==> config.mk <==
export PLATFORM = sky130hd
export DESIGN_NAME = register_scoreboard
export DESIGN_NICKNAME = d
export VERILOG_FILES = /design/src/rtl/register_scoreboard.sv
export SDC_FILE = /design/constraint.sdc
export NUM_CORES = 1
export LEC_CHECK = 0
export ABC_AREA = 1
export CORE_MARGIN = 3
export CORE_UTILIZATION = 40
export CTS_CLUSTER_DIAMETER = 30
export DETAILED_ROUTE_END_ITERATION = 7
export DONT_BUFFER_PORTS = 1
export PLACE_DENSITY_LB_ADDON = 0.1
export SLEW_MARGIN = 20
export SYNTH_ARGS = -nofsm -noshare
export SYNTH_HDL_FRONTEND = slang
export SYNTH_SLANG_ARGS = --single-unit
==> constraint.sdc <==
create_clock -name clk -period 2.7 [get_ports clk]
set_clock_uncertainty 0.2 [all_clocks]
set_input_delay 0.405 -clock clk [delete_from_list [all_inputs] [get_ports clk]]
set_output_delay 0.405 -clock clk [all_outputs]
set_load 0.02 [all_outputs]
==> src/rtl/register_scoreboard.sv <==
// Purpose: per-register pending-write counters that stall decode on RAW hazards and on counter saturation.
// Latency: stall/issue are combinational from the decode inputs; counter and busy changes appear one cycle after the edge.
// Backpressure: stall holds decode while a source is pending or the destination counter is full; writeback is never held.
//
// Ports:
//   clk, rst_n        rising-edge clock, asynchronous active-low reset
//   id_valid/ra/rb    decode holds an instruction; its source indices
//   id_use_a/use_b    the instruction actually reads ra / rb
//   id_we/id_rd       the instruction writes rd
//   wb_valid/wb_rd    writeback retires a write to wb_rd this cycle
//   flush             pipeline squash; drops every pending count
//   stall, issue      hold decode / instruction advances
//   busy              one bit per register with a pending write
//   err               sticky: writeback arrived for a register with no pending write
module register_scoreboard #(
  parameter  int NREG  = 32,
  parameter  int CNT_W = 2,
  localparam int IDX_W = $clog2(NREG)
) (
  input  logic             clk,
  input  logic             rst_n,
  input  logic             id_valid,
  input  logic [IDX_W-1:0] id_ra,
  input  logic [IDX_W-1:0] id_rb,
  input  logic             id_use_a,
  input  logic             id_use_b,
  input  logic             id_we,
  input  logic [IDX_W-1:0] id_rd,
  input  logic             wb_valid,
  input  logic [IDX_W-1:0] wb_rd,
  input  logic             flush,
  output logic             stall,
  output logic             issue,
  output logic [NREG-1:0]  busy,
  output logic             err
);

  localparam logic [CNT_W-1:0] CNT_MAX = '1;

  logic [CNT_W-1:0] cnt [NREG];
  logic [NREG-1:0]  inc_vec;
  logic [NREG-1:0]  dec_vec;
  logic             hazard_a;
  logic             hazard_b;
  logic             hazard_d;
  logic             underflow;

  // Register 0 is hardwired zero, so index 0 never contributes a hazard.
  always_comb begin
    hazard_a = id_use_a && (id_ra != '0) && (cnt[id_ra] != '0);
    hazard_b = id_use_b && (id_rb != '0) && (cnt[id_rb] != '0);
    hazard_d = id_we    && (id_rd != '0) && (cnt[id_rd] == CNT_MAX);
    stall    = id_valid && (hazard_a || hazard_b || hazard_d);
    issue    = id_valid && !stall;
  end

  always_comb begin
    inc_vec = '0;
    dec_vec = '0;
    if (issue && id_we && (id_rd != '0))
      inc_vec[id_rd] = 1'b1;
    if (wb_valid && (wb_rd != '0))
      dec_vec[wb_rd] = 1'b1;
    // A retiring write that meets a same-cycle issue nets to zero and is legal
    // even when the count is zero.
    underflow = wb_valid && (wb_rd != '0) && (cnt[wb_rd] == '0) && !inc_vec[wb_rd];
  end

  always_ff @(posedge clk or negedge rst_n) begin
    if (!rst_n) begin
      for (int r = 0; r < NREG; r++)
        cnt[r] <= '0;
      err <= 1'b0;
    end else if (flush) begin
      // Squash wins over same-cycle issue and writeback; err is untouched.
      for (int r = 0; r < NREG; r++)
        cnt[r] <= '0;
    end else begin
      cnt[0] <= '0;
      for (int r = 1; r < NREG; r++) begin
        if (inc_vec[r] && !dec_vec[r])
          cnt[r] <= cnt[r] + 1'b1;
        else if (dec_vec[r] && !inc_vec[r] && (cnt[r] != '0))
          cnt[r] <= cnt[r] - 1'b1;
      end
      if (underflow)
        err <= 1'b1;
    end
  end

  always_comb begin
    busy = '0;
    for (int r = 1; r < NREG; r++)
      busy[r] = (cnt[r] != '0);
  end

endmodule

==> results of run 1 <==
per-layer routing:
layer  up-vias  share of wire [%]  GRT usage, %
met5         -                  0             0
met4         0                4.4          15.4
met3        65                8.3          5.12
met2       332                 45          46.0
met1      3623                 42          40.2
li1       3855                  -             -
state kept, by name, summed over array words and instances (netlist names):
register	cells
cnt	62
err	1
through the flow:
| step | util [%] | area (um^2) | TNS [ns] | std cells |
|---|---|---|---|---|
| 4_1_cts | 53.1 | 7830 | -0.00880 | 1414 |
| 6_report | 59.1 | 8720 | -0.226 | 1432 |
| 5_1_grt | 59.1 | 8720 | -7.99 | 1432 |
| 3_3_place_gp | 50.5 | 7450 | -4.00 | 1393 |
| 3_5_place_dp | 50.5 | 7450 | -6.77 | 1393 |
| 2_1_floorplan | - | 6130 | 0 | 1082 |
where the power goes:
| group | leakage, nW | switching, mW | internal, mW |
|---|---|---|---|
| Combinational | 3.41 | 0.876 | 0.546 |
| Clock | 0.132 | 0.449 | 0.661 |
| Sequential | 0.789 | 0.0684 | 1.03 |
| Total | 4.33 | 1.39 | 2.24 |
worst min-delay path: stages:
cell	delay [ns]
a21oi_1	0.03
o31ai_1	0.05
nor2_1	0.04
area by class of cell:
class | count | share of cell area, %
clock buffer | 13 | 2.99
clock inverter | 1 | 0.0574
inverter | 131 | 5.73
multi-input combinational | 858 | 52.8
sequential | 63 | 18.1
tap | 184 | 2.64
timing repair buffer | 182 | 17.7
path summary, 6_finish.rpt:
kind | start | endpoint | cells after the start
worst max-delay path | cnt[5]$_DFFE_PN0P_ | err$_DFFE_PN0P_ | 21
worst min-delay path | flush | cnt[39]$_DFFE_PN0P_ | 3
worst max register to register | cnt[5]$_DFFE_PN0P_ | err$_DFFE_PN0P_ | 21
worst min register to register | cnt[46]$_DFFE_PN0P_ | cnt[46]$_DFFE_PN0P_ | 2
max in group asynchronous | rst_n | cnt[14]$_DFFE_PN0P_ | 2
min in group asynchronous | rst_n | cnt[31]$_DFFE_PN0P_ | 2
cells in the final DEF (no fill, tap or decap), types with 7 or more instances in the layout:
cell type,n
nand2_4,13
o21ai_0,43
a21oi_1,48
nand2_1,269
inv_2,12
nand3b_1,17
inv_1,115
nand4_1,13
nand3_4,9
nand3_1,75
nor2_2,23
clkbuf_16,11
nand2_2,25
a21oi_2,7
o21ai_1,37
a22oi_1,7
nor2_1,166
dfrtp_1,63
nor3_1,7
nor2_4,24
nand3_2,30
nor3_2,7
buf_6,13
buf_4,158
kinds of logic after synthesis:
| group | after synthesis | synth area share [%] |
|---|---|---|
| AOI/OAI and AO/OA | 170 | 15.5 |
| xor gates and xnor gates | 1 | 0.143 |
| buffers and inverters | 161 | 10.3 |
| DFF | 63 | 25.7 |
| other | 1 | 0.0612 |
| and+or+nand+nor | 686 | 48.2 |
repair_timing:
| action | CTS | global route |
|---|---|---|
| gates resized for setup | 12 | 208 |
| cloned | 0 | 2 |
| pin swaps | 4 | 93 |
| hold buffers | 3 | 0 |
| setup buffers | 4 | 16 |
| endpoints found under the setup margin | 61 | 65 |
| hold endpoints to repair | 64 | 0 |
==> results by stage, run 1 <==
Synthesis:
- By area the synthesized netlist is led by dfrtp_1, nand2_1, nor2_1.
- In this run, synthesis produced a sequential element count of 63.
- The share of the yosys chip area belonging to registers is 25.7%.
- A synthesized cell averages 5.67 um^2.
- The cell count after synthesis came out at 1082.
- The number of synthesized flops with an enable pin is 0.
- The post-synthesis cell type with the largest combined area is dfrtp_1.
- The number of distinct library cells after synthesis is 39.
- In the post-synthesis netlist, the cell with the most instances is nand2_1.
- For this run, the leading register cell type out of synthesis is dfrtp_1.
- After synthesis, the most frequently instantiated cells are nand2_1, nor2_1, inv_1.
- The area share of the leading cell type in the synthesized netlist is 25.7%.
- The synthesized cell area is 6130 um^2.
- The post-synth net total is 1110.
- The count of synthesis-stage warnings from yosys is 0.
- The proportion of synthesized flip-flops having asynchronous set or reset is 100%.

Clock network:
- At the later pin of the worst-skew pair, clock insertion delay measures 0.35 ns.
- TritonCTS built the clock tree.
- The number of levels the H-tree was split into is 3.
- The cell at the root of the clock tree is clkbuf_16.
- The CTS sink count is 63.
- Counting the buffers created by CTS gives 9.
- In this run the deepest clock path goes through 2 buffers.
- The clock transition at the registers of the reported paths is roughly 0.060 ns.

Detailed routing:
- The count of antenna-violating nets left after detailed routing is 0.
- The detailed router placed 7875 vias in this run.
- The first detailed-routing pass took 6 iterations.
- The first routing iteration left 676 violations.
- Dividing the detail-routed via count by the number of cells gives 5.50.
- Summed over all layers, the routed wires come to 26000 um.
- After detailed routing, the average wire length per cell comes to around 18 um.
- In the routed design, unresolved DRC markers number 0.

STA:
- The number of endpoints failing setup at the final stage is 8.
- The worst relative slew slack is approximately two thirds.
- At the pin with the least slew margin, the transition time is approximately 0.52 ns.
- The time the final worst path needs with I/O delays and setup is 2.79 ns.
- The final hold violation count is 0.
- Setup repair after global routing could not meet its margin everywhere.
- The share of the clock period used by the worst path after layout is 103%.
- The maximum clock frequency is 359 MHz.
- The worst hold slack is 0.0329 ns.
- The final count of pins violating max slew is 0.
- The worst-case setup margin in the final layout is -0.0852 ns.

Placed design:
- The HPWL after detailed placement is 18900 um.
- At the placement stage, the worst setup path has a slack of -0.185 ns.
- The count of buffers added on input and output ports is 0.
- At the end of routability-driven placement, the weighted congestion stood at 0.997.

Outcome:
- The checks that failed: negative setup slack.
- The run finished, with violations left.

Worst setup path:
- Along the worst path, the maximum fanout reaches 6.
- The number of buffers and inverters on the critical path is 2.
- Across all register-to-register paths, the minimum setup slack is -0.09 ns.
- The worst setup path is captured at a flop.
- The type of origin of the critical path is a flop.
- The classification of the worst setup path is reg2reg.
- The gate family responsible for the most delay along the worst path is simple AND/OR/NAND/NOR gates.
- On the worst path, the slowest cell contributes a delay of 0.41 ns.
- The worst-path cell with the longest stage delay is dfrtp_1.
- The data required time at the worst endpoint is 2.74 ns.
- Walking the worst path, the cells encountered are nor2_2 > inv_1 > nand2_1 > nand3_2 > nand2_1 > nand2_1 > nand2_1 > nand2_1 > nand3_4 > nand3_4 > nor2_4 > nand2_4 > nor2_4 > buf_4 > nand3_1 > nand2_1 > nor2_1 > nor2_1 > nor2_1 > nand3_1 > nand2_1.
- The data arrival time at the worst-slack endpoint is 2.82 ns.
- The cell repeated most along the worst path is nand2_1.

Die:
- The die height is between 100 and 150 um.
- The floorplan has 44 rows.
- The total area inside the core boundary comes to 14800 um^2.
- The width of the die is 130 um.
- The die area is 16800 um^2.
- The total I/O pin count is 63.
- The initial core utilization is 41.6%.

Worst hold path:
- The path class of the tightest hold or removal check is in2reg.

Global route:
- The number of antenna violations at the first check in global routing was 0.
- The total routing usage reported by global routing is 29.9%.
- Entering global routing, the biggest net connects 64 pins.
- The first global-routing pass estimated roughly 38000 um of wire.
- The sum of overflow across all layers after global routing is 0.
- The via count of the first global-routing pass is between 6000 and 7000.

Pwr:
- The leakage power is 4.33 nW.
- The power per standard cell area is 417 nW/um^2.
- After layout, the design draws a total of 3.63 mW.
- The worst vdd rail ir drop is 267 uV.

Finish:
- The area growth from synthesis to layout is 42.2%.
- The filler cell count in the final layout is 1442.
- The number of antenna diodes in the final layout is 0.
- The footprint of the multi-input gates is 4600 um^2.
- In the final layout, flip-flops and latches occupy 1580 um^2.
- Cells with a size suffix above 1 make up between 20 and 30% of the layout.
- For this run, the post-layout net count is between 1000 and 1500.

Run:
- Max-cap violations in this run came to 0.
No activity file was read; power rests on OpenSTA's default activity.
==> run 2, diff against run 1 <==
REMOVE_ABC_BUFFERS = 1   (was default)
==> run 2 against run 1 <==
  * The run still ends with negative setup slack left
  * Critical path type unchanged
  * Cell count is 1.1% lower
  * Fmax grew 1.4%
  * Count of clock-buffer cells in the layout down 2
  * Largest cell class unchanged
==> results by stage, run 2 (synthesis gave the netlist of run 1 again) <==
Worst setup path:
- The data required time at the worst endpoint is 2.74 ns (about the same).
- The peak fanout along the critical path is 6 (unchanged).
- The data arrival time at the worst-slack endpoint is 2.79 ns (-0.03 ns).
- The type of origin of the critical path is a flop.
- The startpoint identified for the worst register-to-register timing path is cnt[49]$_DFFE_PN0P_.
- The register-to-register setup slack is -0.05 ns (+0.04 ns).
- The endpoint kind of the worst setup timing path is a flop.
- The reg-to-reg endpoint is err$_DFFE_PN0P_.
- The classification of the worst setup path is reg2reg.
- In this run the worst setup path begins at cnt[49]$_DFFE_PN0P_.
- The number of cells traversed by the worst register-to-register path is 21 (unchanged).
- In this run the worst setup path terminates at err$_DFFE_PN0P_.

Finish:
- The layout net count is 1255 (-1.4%).
- The filler cell count in the final layout came to 1417 (-1.7%).
- The flip-flop count of the largest register after layout is 62 (unchanged).
- The fraction of layout instances using a drive strength above 1 was 29.1% (+0.29 points).
- The area overhead of the layout relative to synthesis is 41.8%.
- The final core area utilization is 58.9% (-0.14 points).
- The library cells used most frequently in the layout, excluding fill and tap cells, are nand2_1, nor2_1, buf_4.
- The largest registers in the layout are cnt: 62 flops, err: 1 flops.
- The library cell used most frequently in the layout, excluding fill and tap cells, is nand2_1.
- The number of antenna cells inserted is 0 (unchanged).
- The post-route standard cell area excluding fillers is 8690 um^2 (-0.24%).
- The top register by number of flip-flops is cnt.

STA:
- The worst-case setup margin in the final layout was -0.0477 ns (+0.0375 ns).
- The time the final worst path needs with I/O delays and setup was 2.75 ns (-0.0375 ns).
- The final count of pins violating max slew is 0 (unchanged).
- The final hold violation count is 0 (unchanged).
- The maximum clock frequency is 364 MHz (+1.4%).
- The transition time at the pin with the least slew margin is 0.652 ns (+0.132 ns).
- The worst relative slew slack is 56.2% (-8.9 points).
- The share of the clock period used by the worst path after layout was 102% (-1.4 points).
- The number of endpoints failing setup at the final stage is 2 (-6).
- Setup repair after global routing could not meet its margin everywhere.

Global route:
- The via count of the first global-routing pass is 7144 (+2.3%).
- The pin count of the biggest net entering global routing is 64 (unchanged).
- The number of antenna violations at the first check in global routing is 0 (unchanged).
- The total routing usage reported by global routing is 30.0% (+0.13 points).
- The global-route wire length before repair is 38900 um (+1.3%).
- The sum of overflow across all layers after global routing is 0 (unchanged).

Die:
- The number of placement rows is 44 (unchanged).
- The core area was 14800 um^2 (unchanged).
- The width of the die is 130 um (unchanged).
- The total I/O pin count is 63 (unchanged).
- The die height is 130 um (unchanged).
- The die area is 16800 um^2 (unchanged).
- The initial core utilization came to 41.6% (unchanged).

Clock network:
- The CTS sink count is 63 (unchanged).
- The cell at the root of the clock tree is clkbuf_16.
- The clock transition at the registers of the reported paths came to 0.06 ns (about the same).
- TritonCTS built the clock tree.
- The maximum clock path buffer count was 2 (unchanged).
- The number of levels the H-tree was split into is 3 (unchanged).
- The total clock buffers created by CTS is 9 (unchanged).
- The worst-skew pair later-pin latency was 0.35 ns (about the same).

Pwr:
- The worst vdd rail ir drop is 277 uV (+3.5%).
- The power per standard cell area was 418 nW/um^2 (+0.16%).
- The overall power consumption is 3.63 mW (about the same).
- The leakage power is 4.31 nW (-0.42%).

Detailed routing:
- The via density per instance came to 5.55 (+0.86%).
- The wire length on met3 was 2680 um (+24%).
- The routed length on met1 is 10900 um (-0.36%).
- The highest layer touched by signal routing is met4.
- The iteration-0 DRC count of the detailed router was 971 (+44%).
- The total wire length after detailed routing is 26100 um (+0.54%).
- The final routed wire length divided by cell count is 18.4 um (+1.7%).
- The remaining routing DRC violations is 0 (unchanged).
- The count of antenna-violating nets left after detailed routing is 0 (unchanged).
- The number of detailed-route iterations in the first pass came to 5 (-1).
- The detailed-routed wire length on met2 came to 11600 um (-1.1%).
- The detailed-route via count is 7854 (-0.27%).

Placed design:
- The last weighted congestion value of the routability-driven placer was 1.04 (+3.9%).
- The HPWL after detailed placement is 19300 um (+1.7%).
- The count of buffers from port buffering came to 0 (unchanged).
- The total placed instance area came to 7140 um^2 (-4.1%).

Outcome:
- The flow ran to the end, but the final reports show violations.
- The checks that failed: negative setup slack.

Run:
- The max-capacitance violation count is 0 (unchanged).

Worst hold path:
- The worst hold path belongs to the class in2reg.
## run 2: changes by cell type in the layout (fill, tap and decap cells not counted), sizes merged
cell and change:
buf -17, clkbuf -3, clkinvlp +3, clkinv +1
## run 2: layer usage
layer  vias up  global-route usage (%)
li1       3802                       -
met4         0                    13.3
met2       342                    45.6
met5         -                       0
met1      3645                    39.4
met3        65                    9.09
## run 2: worst min path at each step
stage / start / to / slack, ns / cells after the start
finish: flush / cnt[39]$_DFFE_PN0P_ / 0.01 / 3
detailed placement: rst_n / cnt[54]$_DFFE_PN0P_ / -0.09 / 0
CTS: flush / cnt[37]$_DFFE_PN0P_ / -0.08 / 1
global route: flush / cnt[57]$_DFFE_PN0P_ / 0.02 / 3
floorplan: rst_n / cnt[0]$_DFFE_PN0P_ / -0.09 / 0
global placement: rst_n / cnt[50]$_DFFE_PN0P_ / -0.09 / 0
## run 2: area by class of cell
cell class / count / area, um^2 / area share, %
clock buffers: 11 / 253 / 2.91
clock inverters: 5 / 32.5 / 0.374
inverters: 131 / 497 / 5.71
multi-input cells: 858 / 4710 / 54.2
flip-flops and latches: 63 / 1580 / 18.1
well taps: 184 / 230 / 2.65
repair buffers: 164 / 1390 / 16.0
## run 2: critical path, stage by stage, from the launching register on
cell,delay (ns)
dfrtp_1,0.42
nor2_4,0.16
buf_6,0.11
nor2_1,0.03
a21oi_1,0.11
nand3_1,0.10
nand2_1,0.08
nand3_2,0.08
nand3_2,0.10
nand4_1,0.16
nor2_4,0.23
buf_6,0.16
buf_6,0.13
nand3_1,0.07
nand2_1,0.07
inv_1,0.04
nand3_1,0.06
nand2_1,0.05
nand2_1,0.10
nor2_1,0.06
nand3_1,0.07
nand2_1,0.05
## run 2: where the power goes
group	leakage, nW	switching [mW]	internal (mW)
sequential	0.789	0.0806	1.03
clock	0.134	0.488	0.668
combinational	3.39	0.861	0.500
## run 2: through the flow
stage               setup TNS (ns)  hold WS (ns)  worst slack, ns  instances
floorplan                    -2.26       -0.0906           -0.153       1052
global placement             -1.39       -0.0876           -0.104       1357
detailed placement           -2.91       -0.0874           -0.146       1357
CTS                        -0.0632       -0.0764          -0.0238       1382
global route                 -6.24        0.0150           -0.206       1416
finish                     -0.0910        0.0115          -0.0477       1416
## run 2: repair_timing
action	4_1_cts	5_1_grt
hold endpoints to repair	66	1
setup buffers	7	32
setup endpoints to repair	48	65
cloned	0	1
hold buffers	2	1
gates resized for setup	24	219
pin swaps	11	82
